--- src/rtl/bus_rr_pkg.sv ---
// Shared types and helpers for the round-robin single-bus router.
package bus_rr_pkg;

    typedef enum logic [1:0] {
        IDLE  = 2'd0,
        POP   = 2'd1,
        ROUTE = 2'd2
    } state_t;

    localparam int CNT_W       = 16;
    localparam int MAX_PCKG_SZ = 256;
    localparam int MAX_ID_W    = 32;

    // Destination ID is the top id_w bits of a pckg_sz-bit packet.
    function automatic logic [MAX_ID_W-1:0] dest_of(input logic [MAX_PCKG_SZ-1:0] pkt,
                                                    input int pckg_sz,
                                                    input int id_w);
        logic [MAX_ID_W-1:0] mask;
        mask = (id_w >= MAX_ID_W) ? '1 : ((MAX_ID_W'(1) << id_w) - MAX_ID_W'(1));
        return MAX_ID_W'(pkt >> (pckg_sz - id_w)) & mask;
    endfunction

endpackage

--- src/rtl/bus_rr_router_if.sv ---
// Source/destination FIFO handshake bundle shared by the router and its environment.
interface bus_rr_router_if #(
    parameter int DRVRS   = 4,
    parameter int PCKG_SZ = 32
) ();
    logic [DRVRS-1:0]         pndng;
    logic [DRVRS*PCKG_SZ-1:0] D_pop;
    logic [DRVRS-1:0]         pop;
    logic [DRVRS-1:0]         full;
    logic [DRVRS-1:0]         push;
    logic [PCKG_SZ-1:0]       D_push;

    modport master (
        input  pndng, D_pop, full,
        output pop, push, D_push
    );

    modport slave (
        output pndng, D_pop, full,
        input  pop, push, D_push
    );
endinterface

--- src/rtl/bus_rr_pick.sv ---
// Rotating-priority picker: first requester after last_i, wrapping modulo DRVRS.
module bus_rr_pick #(
    parameter int DRVRS = 4,
    parameter int IDX_W = (DRVRS > 1) ? $clog2(DRVRS) : 1
) (
    input  logic [DRVRS-1:0] req_i,
    input  logic [IDX_W-1:0] last_i,
    output logic [IDX_W-1:0] grant_o,
    output logic             valid_o
);
    logic [IDX_W-1:0] idx;

    always_comb begin
        // NOTE: every output of a combinational block gets a default first so no path infers a latch.
        grant_o = '0;
        idx     = '0;
        valid_o = |req_i;
        // Scan farthest-first so the port right after last_i overwrites everyone else.
        for (int off = DRVRS; off >= 1; off--) begin
            idx = IDX_W'((int'(last_i) + off) % DRVRS);
            if (req_i[idx]) begin
                grant_o = idx;
            end
        end
    end
endmodule

--- src/rtl/bus_rr_router.sv ---
// Round-robin router: pops one source FIFO at a time and pushes it to one or all destinations.
module bus_rr_router
    import bus_rr_pkg::*;
#(
    parameter int              DRVRS      = 4,
    parameter int              PCKG_SZ    = 32,
    parameter int              ID_W       = 8,
    parameter logic [ID_W-1:0] BROADCAST  = '1,
    parameter bit              SELF_BCAST = 1'b0,
    parameter int              TIMEOUT    = 64
) (
    input  logic             clk,
    input  logic             reset,
    bus_rr_router_if.master  bus,
    output logic             err_bad_id,
    output logic             err_timeout,
    output logic [CNT_W-1:0] pkt_count
);
    localparam int IDX_W   = (DRVRS > 1) ? $clog2(DRVRS) : 1;
    localparam int STALL_W = $clog2(TIMEOUT + 1);

    state_t               state_q, state_d;
    logic [IDX_W-1:0]     src_q, src_d;
    logic [IDX_W-1:0]     last_q, last_d;
    logic [PCKG_SZ-1:0]   pkt_q, pkt_d;
    logic [STALL_W-1:0]   stall_q, stall_d;
    logic [DRVRS-1:0]     pop_q, pop_d;
    logic [DRVRS-1:0]     push_q, push_d;
    logic                 bad_q, bad_d;
    logic                 to_q, to_d;
    logic [CNT_W-1:0]     cnt_q, cnt_d;

    logic [IDX_W-1:0]     grant;
    logic                 grant_vld;
    logic [ID_W-1:0]      dest;
    logic [DRVRS-1:0]     src_mask;
    logic [DRVRS-1:0]     targets;
    logic                 id_ok;
    logic                 blocked;
    logic [PCKG_SZ-1:0]   d_pop_arr [DRVRS];

    for (genvar g = 0; g < DRVRS; g++) begin : g_slice
        assign d_pop_arr[g] = bus.D_pop[g*PCKG_SZ +: PCKG_SZ];
    end

    bus_rr_pick #(
        .DRVRS (DRVRS),
        .IDX_W (IDX_W)
    ) u_pick (
        .req_i   (bus.pndng),
        .last_i  (last_q),
        .grant_o (grant),
        .valid_o (grant_vld)
    );

    // Target decode from the held packet; broadcast is all-or-nothing via the single blocked flag.
    always_comb begin
        dest     = ID_W'(dest_of(MAX_PCKG_SZ'(pkt_q), PCKG_SZ, ID_W));
        src_mask = DRVRS'(1) << src_q;
        targets  = '0;
        id_ok    = 1'b0;
        if (dest == BROADCAST) begin
            targets = SELF_BCAST ? '1 : ~src_mask;
            id_ok   = 1'b1;
        end else if ((32'(dest) < 32'(DRVRS)) && (32'(dest) != 32'(src_q))) begin
            targets = DRVRS'(1) << dest;
            id_ok   = 1'b1;
        end
        blocked = |(targets & bus.full);
    end

    always_comb begin
        state_d = state_q;
        src_d   = src_q;
        last_d  = last_q;
        pkt_d   = pkt_q;
        stall_d = stall_q;
        pop_d   = '0;
        push_d  = '0;
        bad_d   = 1'b0;
        to_d    = 1'b0;
        cnt_d   = cnt_q;
        unique case (state_q)
            IDLE: begin
                if (grant_vld) begin
                    src_d   = grant;
                    pop_d   = DRVRS'(1) << grant;
                    state_d = POP;
                end
            end
            POP: begin
                pkt_d   = d_pop_arr[src_q];
                last_d  = src_q;
                stall_d = '0;
                state_d = ROUTE;
            end
            ROUTE: begin
                if (!id_ok) begin
                    bad_d   = 1'b1;
                    state_d = IDLE;
                end else if (blocked) begin
                    if (stall_q == STALL_W'(TIMEOUT - 1)) begin
                        to_d    = 1'b1;
                        state_d = IDLE;
                    end else begin
                        stall_d = stall_q + STALL_W'(1);
                    end
                end else begin
                    push_d  = targets;
                    cnt_d   = cnt_q + CNT_W'(1);
                    state_d = IDLE;
                end
            end
            default: state_d = IDLE;
        endcase
    end

    always_ff @(posedge clk or negedge reset) begin
        if (!reset) begin
            state_q <= IDLE;
            src_q   <= '0;
            last_q  <= IDX_W'(DRVRS - 1);
            // NOTE: the packet register is reset too, because D_push is visible on the bus at all times.
            pkt_q   <= '0;
            stall_q <= '0;
            pop_q   <= '0;
            push_q  <= '0;
            bad_q   <= 1'b0;
            to_q    <= 1'b0;
            cnt_q   <= '0;
        end else begin
            // NOTE: non-blocking updates so every register sees the pre-edge value of every other.
            state_q <= state_d;
            src_q   <= src_d;
            last_q  <= last_d;
            pkt_q   <= pkt_d;
            stall_q <= stall_d;
            pop_q   <= pop_d;
            push_q  <= push_d;
            bad_q   <= bad_d;
            to_q    <= to_d;
            cnt_q   <= cnt_d;
        end
    end

    assign bus.pop     = pop_q;
    assign bus.push    = push_q;
    assign bus.D_push  = pkt_q;
    assign err_bad_id  = bad_q;
    assign err_timeout = to_q;
    assign pkt_count   = cnt_q;
endmodule

--- src/flat_wrapper.sv ---
// flat-port wrapper written by rule: the top's interface ports become plain ports
module bus_rr_router_flat import bus_rr_pkg::*;
#(
    parameter int              DRVRS      = 4,
    parameter int              PCKG_SZ    = 32,
    parameter int              ID_W       = 8,
    parameter logic [ID_W-1:0] BROADCAST  = '1,
    parameter bit              SELF_BCAST = 1'b0,
    parameter int              TIMEOUT    = 64
)
  (clk, reset, err_bad_id, err_timeout, pkt_count, bus_pndng, bus_D_pop, bus_full, bus_pop, bus_push, bus_D_push);
  bus_rr_router_if #(.DRVRS(DRVRS), .PCKG_SZ(PCKG_SZ)) bus_i ();
  input  logic clk;
  input  logic reset;
  output logic err_bad_id;
  output logic err_timeout;
  output logic [CNT_W-1:0] pkt_count;
  input wire logic [$bits(bus_i.pndng)-1:0] bus_pndng;
  input wire logic [$bits(bus_i.D_pop)-1:0] bus_D_pop;
  input wire logic [$bits(bus_i.full)-1:0] bus_full;
  output wire logic [$bits(bus_i.pop)-1:0] bus_pop;
  output wire logic [$bits(bus_i.push)-1:0] bus_push;
  output wire logic [$bits(bus_i.D_push)-1:0] bus_D_push;
  assign bus_i.pndng = bus_pndng;
  assign bus_i.D_pop = bus_D_pop;
  assign bus_i.full = bus_full;
  assign bus_pop = bus_i.pop;
  assign bus_push = bus_i.push;
  assign bus_D_push = bus_i.D_push;
  bus_rr_router #(.DRVRS(DRVRS), .PCKG_SZ(PCKG_SZ), .ID_W(ID_W), .BROADCAST(BROADCAST), .SELF_BCAST(SELF_BCAST), .TIMEOUT(TIMEOUT)) u_core (.clk(clk), .reset(reset), .bus(bus_i), .err_bad_id(err_bad_id), .err_timeout(err_timeout), .pkt_count(pkt_count));
endmodule
--- config.mk ---
export PLATFORM = sky130hd
export DESIGN_NAME = bus_rr_router_flat
export DESIGN_NICKNAME = d
export VERILOG_FILES = /design/src/rtl/bus_rr_pkg.sv /design/src/rtl/bus_rr_router_if.sv /design/src/rtl/bus_rr_pick.sv /design/src/rtl/bus_rr_router.sv /design/src/flat_wrapper.sv
export SDC_FILE = /design/constraint.sdc
export NUM_CORES = 1
export LEC_CHECK = 0
export ABC_CLOCK_PERIOD_IN_PS = 2200
export CAP_MARGIN = 20
export CORE_UTILIZATION = 42
export CTS_BUF_LIST = sky130_fd_sc_hd__clkbuf_4
export CTS_CLUSTER_DIAMETER = 100
export DETAILED_ROUTE_END_ITERATION = 12
export GPL_TIMING_DRIVEN = 0
export PLACE_DENSITY = 0.83
export SLEW_MARGIN = 30
export SYNTH_ARGS = -nofsm -noshare
export SYNTH_HDL_FRONTEND = slang
export SYNTH_HIERARCHICAL = 1
export SYNTH_SLANG_ARGS = --single-unit
--- constraint.sdc ---
create_clock -name clk -period 2.2 [get_ports clk]
set_input_delay 0.22 -clock clk [delete_from_list [all_inputs] [get_ports clk]]
set_output_delay 0.22 -clock clk [all_outputs]
set_load 0.02 [all_outputs]
# Yosys cells after proc, flatten, opt, wreduce, memory -nomap -nowiden
# Cells that the tools add are included.
[op_classes]
n_addsub = 6
n_lt_le_gt_ge = 6
n_eq_ne = 10
n_shift = 3
muxes = 39
bitwise = 4
n_reduce_logical = 9
[op_table]
columns = ["operator", "n"]
rows = [
  ["32-bit binary-select mux with 2-bit select", 1],
  ["32-bit two-way mux", 2],
  ["4-bit two-way mux", 7],
  ["7-bit two-way mux", 3],
  ["16-bit by 1-bit adder with 16-bit output (second input constant)", 1],
  ["2-bit two-way mux", 8],
  ["7-bit case mux with 2 select lines", 1],
  ["2-bit by 3-bit less-than comparator with 1-bit output (second input constant)", 4],
  ["1-bit two-way mux", 12],
  ["1-bit binary-select mux with 2-bit select", 4],
  ["8-bit == test (second input constant)", 1],
  ["8-bit by 3-bit less-than comparator with 1-bit output (second input constant)", 1],
  ["8-bit by 2-bit != test with 1-bit output", 1],
  ["4-bit OR reduction", 2],
  ["1-bit by 2-bit left shift with 4-bit output (first input constant)", 2],
  ["1-bit by 8-bit left shift with 4-bit output (first input constant)", 1],
  ["7-bit by 1-bit adder with 7-bit output (second input constant)", 1],
  ["7-bit by 6-bit == test with 1-bit output (second input constant)", 1],
  ["2-bit by 1-bit != test with 1-bit output (second input constant)", 3],
  ["2-bit case mux with 3 select lines", 1],
  ["2-bit by 1-bit adder with 2-bit output (second input constant)", 2],
  ["2-bit adder (second input constant)", 2],
  ["4-bit AND", 1],
  ["4-bit != test (second input constant)", 1],
  ["13 further kinds", 14],
]
[totals]
register_bits = 71
input_bits = 138
out_inout_bits = 58
wordCells = 87

# Depth between registers and ports, before layout
[logic_depth]
word_depth = 10
depth_mapped = 9
mapped_depth_nobuf = 6

# By module
# Netlist, hierarchy kept.
[by_module_without_submodules]
columns = ["module", "instances", "cells_each", "area_each_um2", "seq_area_each_um2"]
rows = [
  ["bus_rr_router", 1, 358, 3849.9, 1779.2],
  ["bus_rr_pick", 1, 14, 91.3, 0.0],
]

# Least setup slack after synthesis
# Ideal clock, no wire load.
[synth_path]
path_type = "register to register"
from = "register u_core.pkt_q[24] (netlist: u_core/bus.D_push[24])"
to = "register u_core.cnt_q[1] (netlist: u_core/pkt_count[1])"
setup_time_ns = 0.125
arrival_time_ns = 2.112
required_time_ns = 2.075
setup_slack_ns = -0.037
path_stages_with_launch = 9
path_buffers = 3
synth_period_minus_slack_ns = 2.237
cell_sequence = "dfrtp_1 -> buf_2 -> nand4_1 -> or2_1 -> buf_2 -> a21oi_1 -> nor3b_1 -> buf_2 -> mux2_2"
[synth_via]
elab_chain_cells = 8
elab_cells_between_ends = 13
classes_between = "order compare: 1; eq/ne: 2; shift: 1; mux: 4; bitwise: 2; reduce/logical: 3"
[synth_lines]
columns = ["element", "line", "rtl"]
rows = [
  ["start, declared", "bus_rr_router.sv:25", "logic [PCKG_SZ-1:0] pkt_q, pkt_d;"],
  ["start signal, assigned", "bus_rr_router.sv:136", "pkt_q <= pkt_d;"],
  ["8-bit by 3-bit less-than comparator with 1-bit output or 8-bit by 2-bit != test with 1-bit output (tied branches)", "bus_rr_router.sv:65", "end else if ((32'(dest) < 32'(DRVRS)) && (32'(dest) != 32'(src_q))) begin"],
  ["1-bit logical AND", "bus_rr_router.sv:65", ""],
  ["4-bit two-way mux", "bus_rr_router.sv:65", ""],
  ["4-bit two-way mux", "bus_rr_router.sv:62", "if (dest == BROADCAST) begin"],
  ["4-bit AND", "bus_rr_router.sv:69", "blocked = |(targets & bus.full);"],
  ["4-bit OR reduction", "bus_rr_router.sv:69", ""],
  ["1-bit inverter (no line)", "--", ""],
  ["3-bit AND reduction (no line) *", "--", ""],
  ["end signal, assigned", "bus_rr_router.sv:142", "cnt_q <= cnt_d;"],
  ["end, declared", "bus_rr_router.sv:31", "logic [CNT_W-1:0] cnt_q, cnt_d;"],
]
# Mark *: on every way between the ends. The rest lies on a longest branch, timed or not.
# A chain may end at the register's enable or synchronous reset.

# Final worst setup path
[layout_path]
from = "register u_core.pkt_q[27] (netlist: u_core/bus.D_push[27])"
to = "register u_core.cnt_q[1] (netlist: u_core/pkt_count[1])"
# Same word-level chain as after synthesis.

==> flow_summary.ini <==
[drt]
routed_via_density = 5.46
wl_per_cell_um = 17.9
firstDrtPassIters = 5
antenna_left = 0
drt_wl_total_um = 12500
drc_errors = 0
num_vias = 3826
drt_iter0_drc = 178

[layout]
final_area_mm2 = 0.00634
n_antenna_cell = 0
syn2layout_area_growth_pct = 60.8
nets = 728
layout-drive-gt1-share_pct = 14.2
postLayoutCoreUtil_pct = 71.3

[synth]
syn-num-nets = 512
synth_edf_count = 0
yosysSeqAreaShare_pct = 45.1
ys.flop_type = dfrtp_1
synth.avg_cell_area_um2 = 10.6
ys_seq_elements = 71
syn_area_mm2 = 0.00394
yosys_warnings = 6
synth.distinct_cells = 43
synth_cells = 372
synth-async-reset-ratio_pct = 100

[floorplanning]
rows = 34
ios = 196
fp.dieH_um = 98.9
initial_utilization_pct = 44.3
die_area_mm2 = 0.00978
die_w_um = 98.9
core-area_mm2 = 0.00889

[power]
power_leakage_nw = 2.70
peakVddDrop_mv = 0.488
power_density_mw_per_mm2 = 1040

[placed_design]
io_buffers = 195
place_area_mm2 = 0.00605
pre_cts_ws_ns = -0.219
dp_hpwl_um = 9840
place.gp.congestion = 0.879

[clock_network]
clkSinkCount = 71
cts.clk_slew.worst_paths_ns = 0.13
htreeDepth = 3
clkLatencyLatePin_ns = 0.42
cts-buffers-inserted = 9
tritoncts = yes
cts-root-buf = clkbuf_4
clk_path_buf_depth = 2

[grt]
track_usage_pct = 26.3
grt_pass1_vias = 4009
antenna_found_initial = 0
grt_max_degree = 38
grt-ovfl-total = 0
grt_pass1_wl_um = 19700

[sta]
finalHoldViolCount = 0
fmax_ghz = 0.449
fin_ws_ns = -0.0248
min_period_over_period_pct = 101
fin_hold_ws_ns = 0.281
worst_clock_skew_ns = 0.0141
worst_pin_slew_ns = 0.664
maxSlewHeadroom_pct = 55.8
report.final.slew_viol_count = 0
rsz0062_at_grt = true
fin_crit_ns = 2.22
setup_viol = 3

[run_status]
violations = setup timing
status = finished with violations

[critical_path]
crit_family = simple AND/OR/NAND/NOR gates
reg2reg_slack_ns = -0.02
cp-start-kind = flip-flop
crit_buf_inv = 2
max_stage_delay_ns = 0.45
worstPathCellList = nor4_4 > buf_4 > o211ai_1 > a21oi_4 > nor3b_4 > buf_6 > mux2_2
path_max_fanout = 10
cp.required_ns = 2.52
slowest_stage = dfrtp_2
crit_arrival_ns = 2.55
endpoint_kind = flip-flop
crit_type = flip-flop to flip-flop

[job]
drv_cap = 0

[min_path]
hold_class = input port to asynchronous set/reset pin
==> cell usage after synthesis, drive strengths merged, types with 5 or more instances <==
cell	n	area, um2
nand2b	7	43.8
and3	9	56.3
buf	12	58.8
nor2	13	48.8
clkbuf	11	41.3
o21ai	6	30.0
dfrtp	69	1730
mux4	32	721
xnor2	14	123
nand4	12	75.1
and2	5	31.3
o211ai	8	65.1
nand3	10	50.1
nand2	119	447
o31ai	5	37.5
==> power by group <==
part	switching (mW)	internal, mW
registers	0.297	1.72
logic	1.95	1.80
clock network	0.499	0.347
total	2.75	3.87
==> layer usage <==
layer | share of wire [%] | vias to the layer above | routed length (um) | track usage (%)
li1 | - | 1762 | - | -
met1 | 36 | 1857 | 4520 | 29.7
met2 | 52 | 172 | 6560 | 46.4
met3 | 7.4 | 35 | 929 | 6.45
met4 | 4.1 | 0 | 512 | 13.1
met5 | 0 | - | 0 | 0
==> cell type report <==
| class | instances | area [um2] |
|---|---|---|
| inverters | 4 | 15.0 |
| clock inverters | 7 | 72.6 |
| repair buffers | 205 | 2040 |
| clock buffers | 9 | 67.6 |
| plain buffers | 23 | 133 |
| fillers | 615 | 2550 |
| multi-input cells | 274 | 2090 |
| well taps | 108 | 135 |
| flip-flops and latches | 71 | 1780 |
==> metrics by stage <==
step                power [mW]  std cells  setup TNS [ns]
floorplan                 4.19        372               0
global placement          5.55        675         -101.15
detailed placement        5.65        676           -1.36
CTS                       6.53        695               0
global route              7.00        701          -0.887
finish                    6.62        701         -0.0691
==> cell families (layout without fill, tap and decap cells) <==
| logic type | Yosys count | after routing | share of synthesized area (%) |
|---|---|---|---|
| DFF | 71 | 71 | 45.1 |
| muxes | 37 | 37 | 19.6 |
| xor gates and xnor gates | 17 | 17 | 3.78 |
| buffers and inverters | 27 | 248 | 2.92 |
| and+or+nand+nor | 186 | 186 | 21.3 |
| adders and majority gates | 2 | 2 | 0.635 |
| AOI/OAI and AO/OA | 32 | 32 | 6.60 |
==> flip-flops by register name, indices dropped and copies added, names as in the netlist, 2 cells and up <==
register	cells
u_core/stall_q	7
u_core/bus.push	4
u_core/bus.pop	4
u_core/state_q	2
u_core/pkt_count	16
u_core/last_q	2
u_core/src_q	2
u_core/bus.D_push	32
==> cell usage in the layout (no fill, tap or decap), types with 5 or more instances in the layout <==
master and n:
o211ai_1 7, nand2b_1 7, nand3_1 10, dfrtp_1 66, clkdlybuf4s50_1 194, nor2_1 13, xnor2_1 14, o21ai_0 6
nand2_1 119, and2_1 5, o31ai_1 5, clkbuf_4 14, buf_4 8, mux4_2 32, nand4_1 12, clkbuf_1 10
and3_1 9
==> worst paths after layout <==
kind / from / to / depth (start not counted)
max: u_core/bus.D_push[27]$_DFFE_PN0P_ / u_core/pkt_count[1]$_DFFE_PN0P_ / 7
min in group clk: u_core/pkt_count[15]$_DFFE_PN0P_ / u_core/pkt_count[15]$_DFFE_PN0P_ / 1
max reg2reg: u_core/bus.D_push[27]$_DFFE_PN0P_ / u_core/pkt_count[1]$_DFFE_PN0P_ / 7
min reg2reg: u_core/pkt_count[15]$_DFFE_PN0P_ / u_core/pkt_count[15]$_DFFE_PN0P_ / 1
min: reset / u_core/stall_q[5]$_DFFE_PN0P_ / 2
max in group asynchronous: reset / u_core/bus.D_push[26]$_DFFE_PN0P_ / 3
==> timing repair <==
item                                    CTS  global route
endpoints found under the setup margin   17            29
pin swaps                                 3             8
cloned                                    0             0
buffers inserted                          2             6
gates resized for setup                   5            19
hold endpoints to repair                 32             0
hold buffers                              1             0
Power figures use the tool's default switching activity.
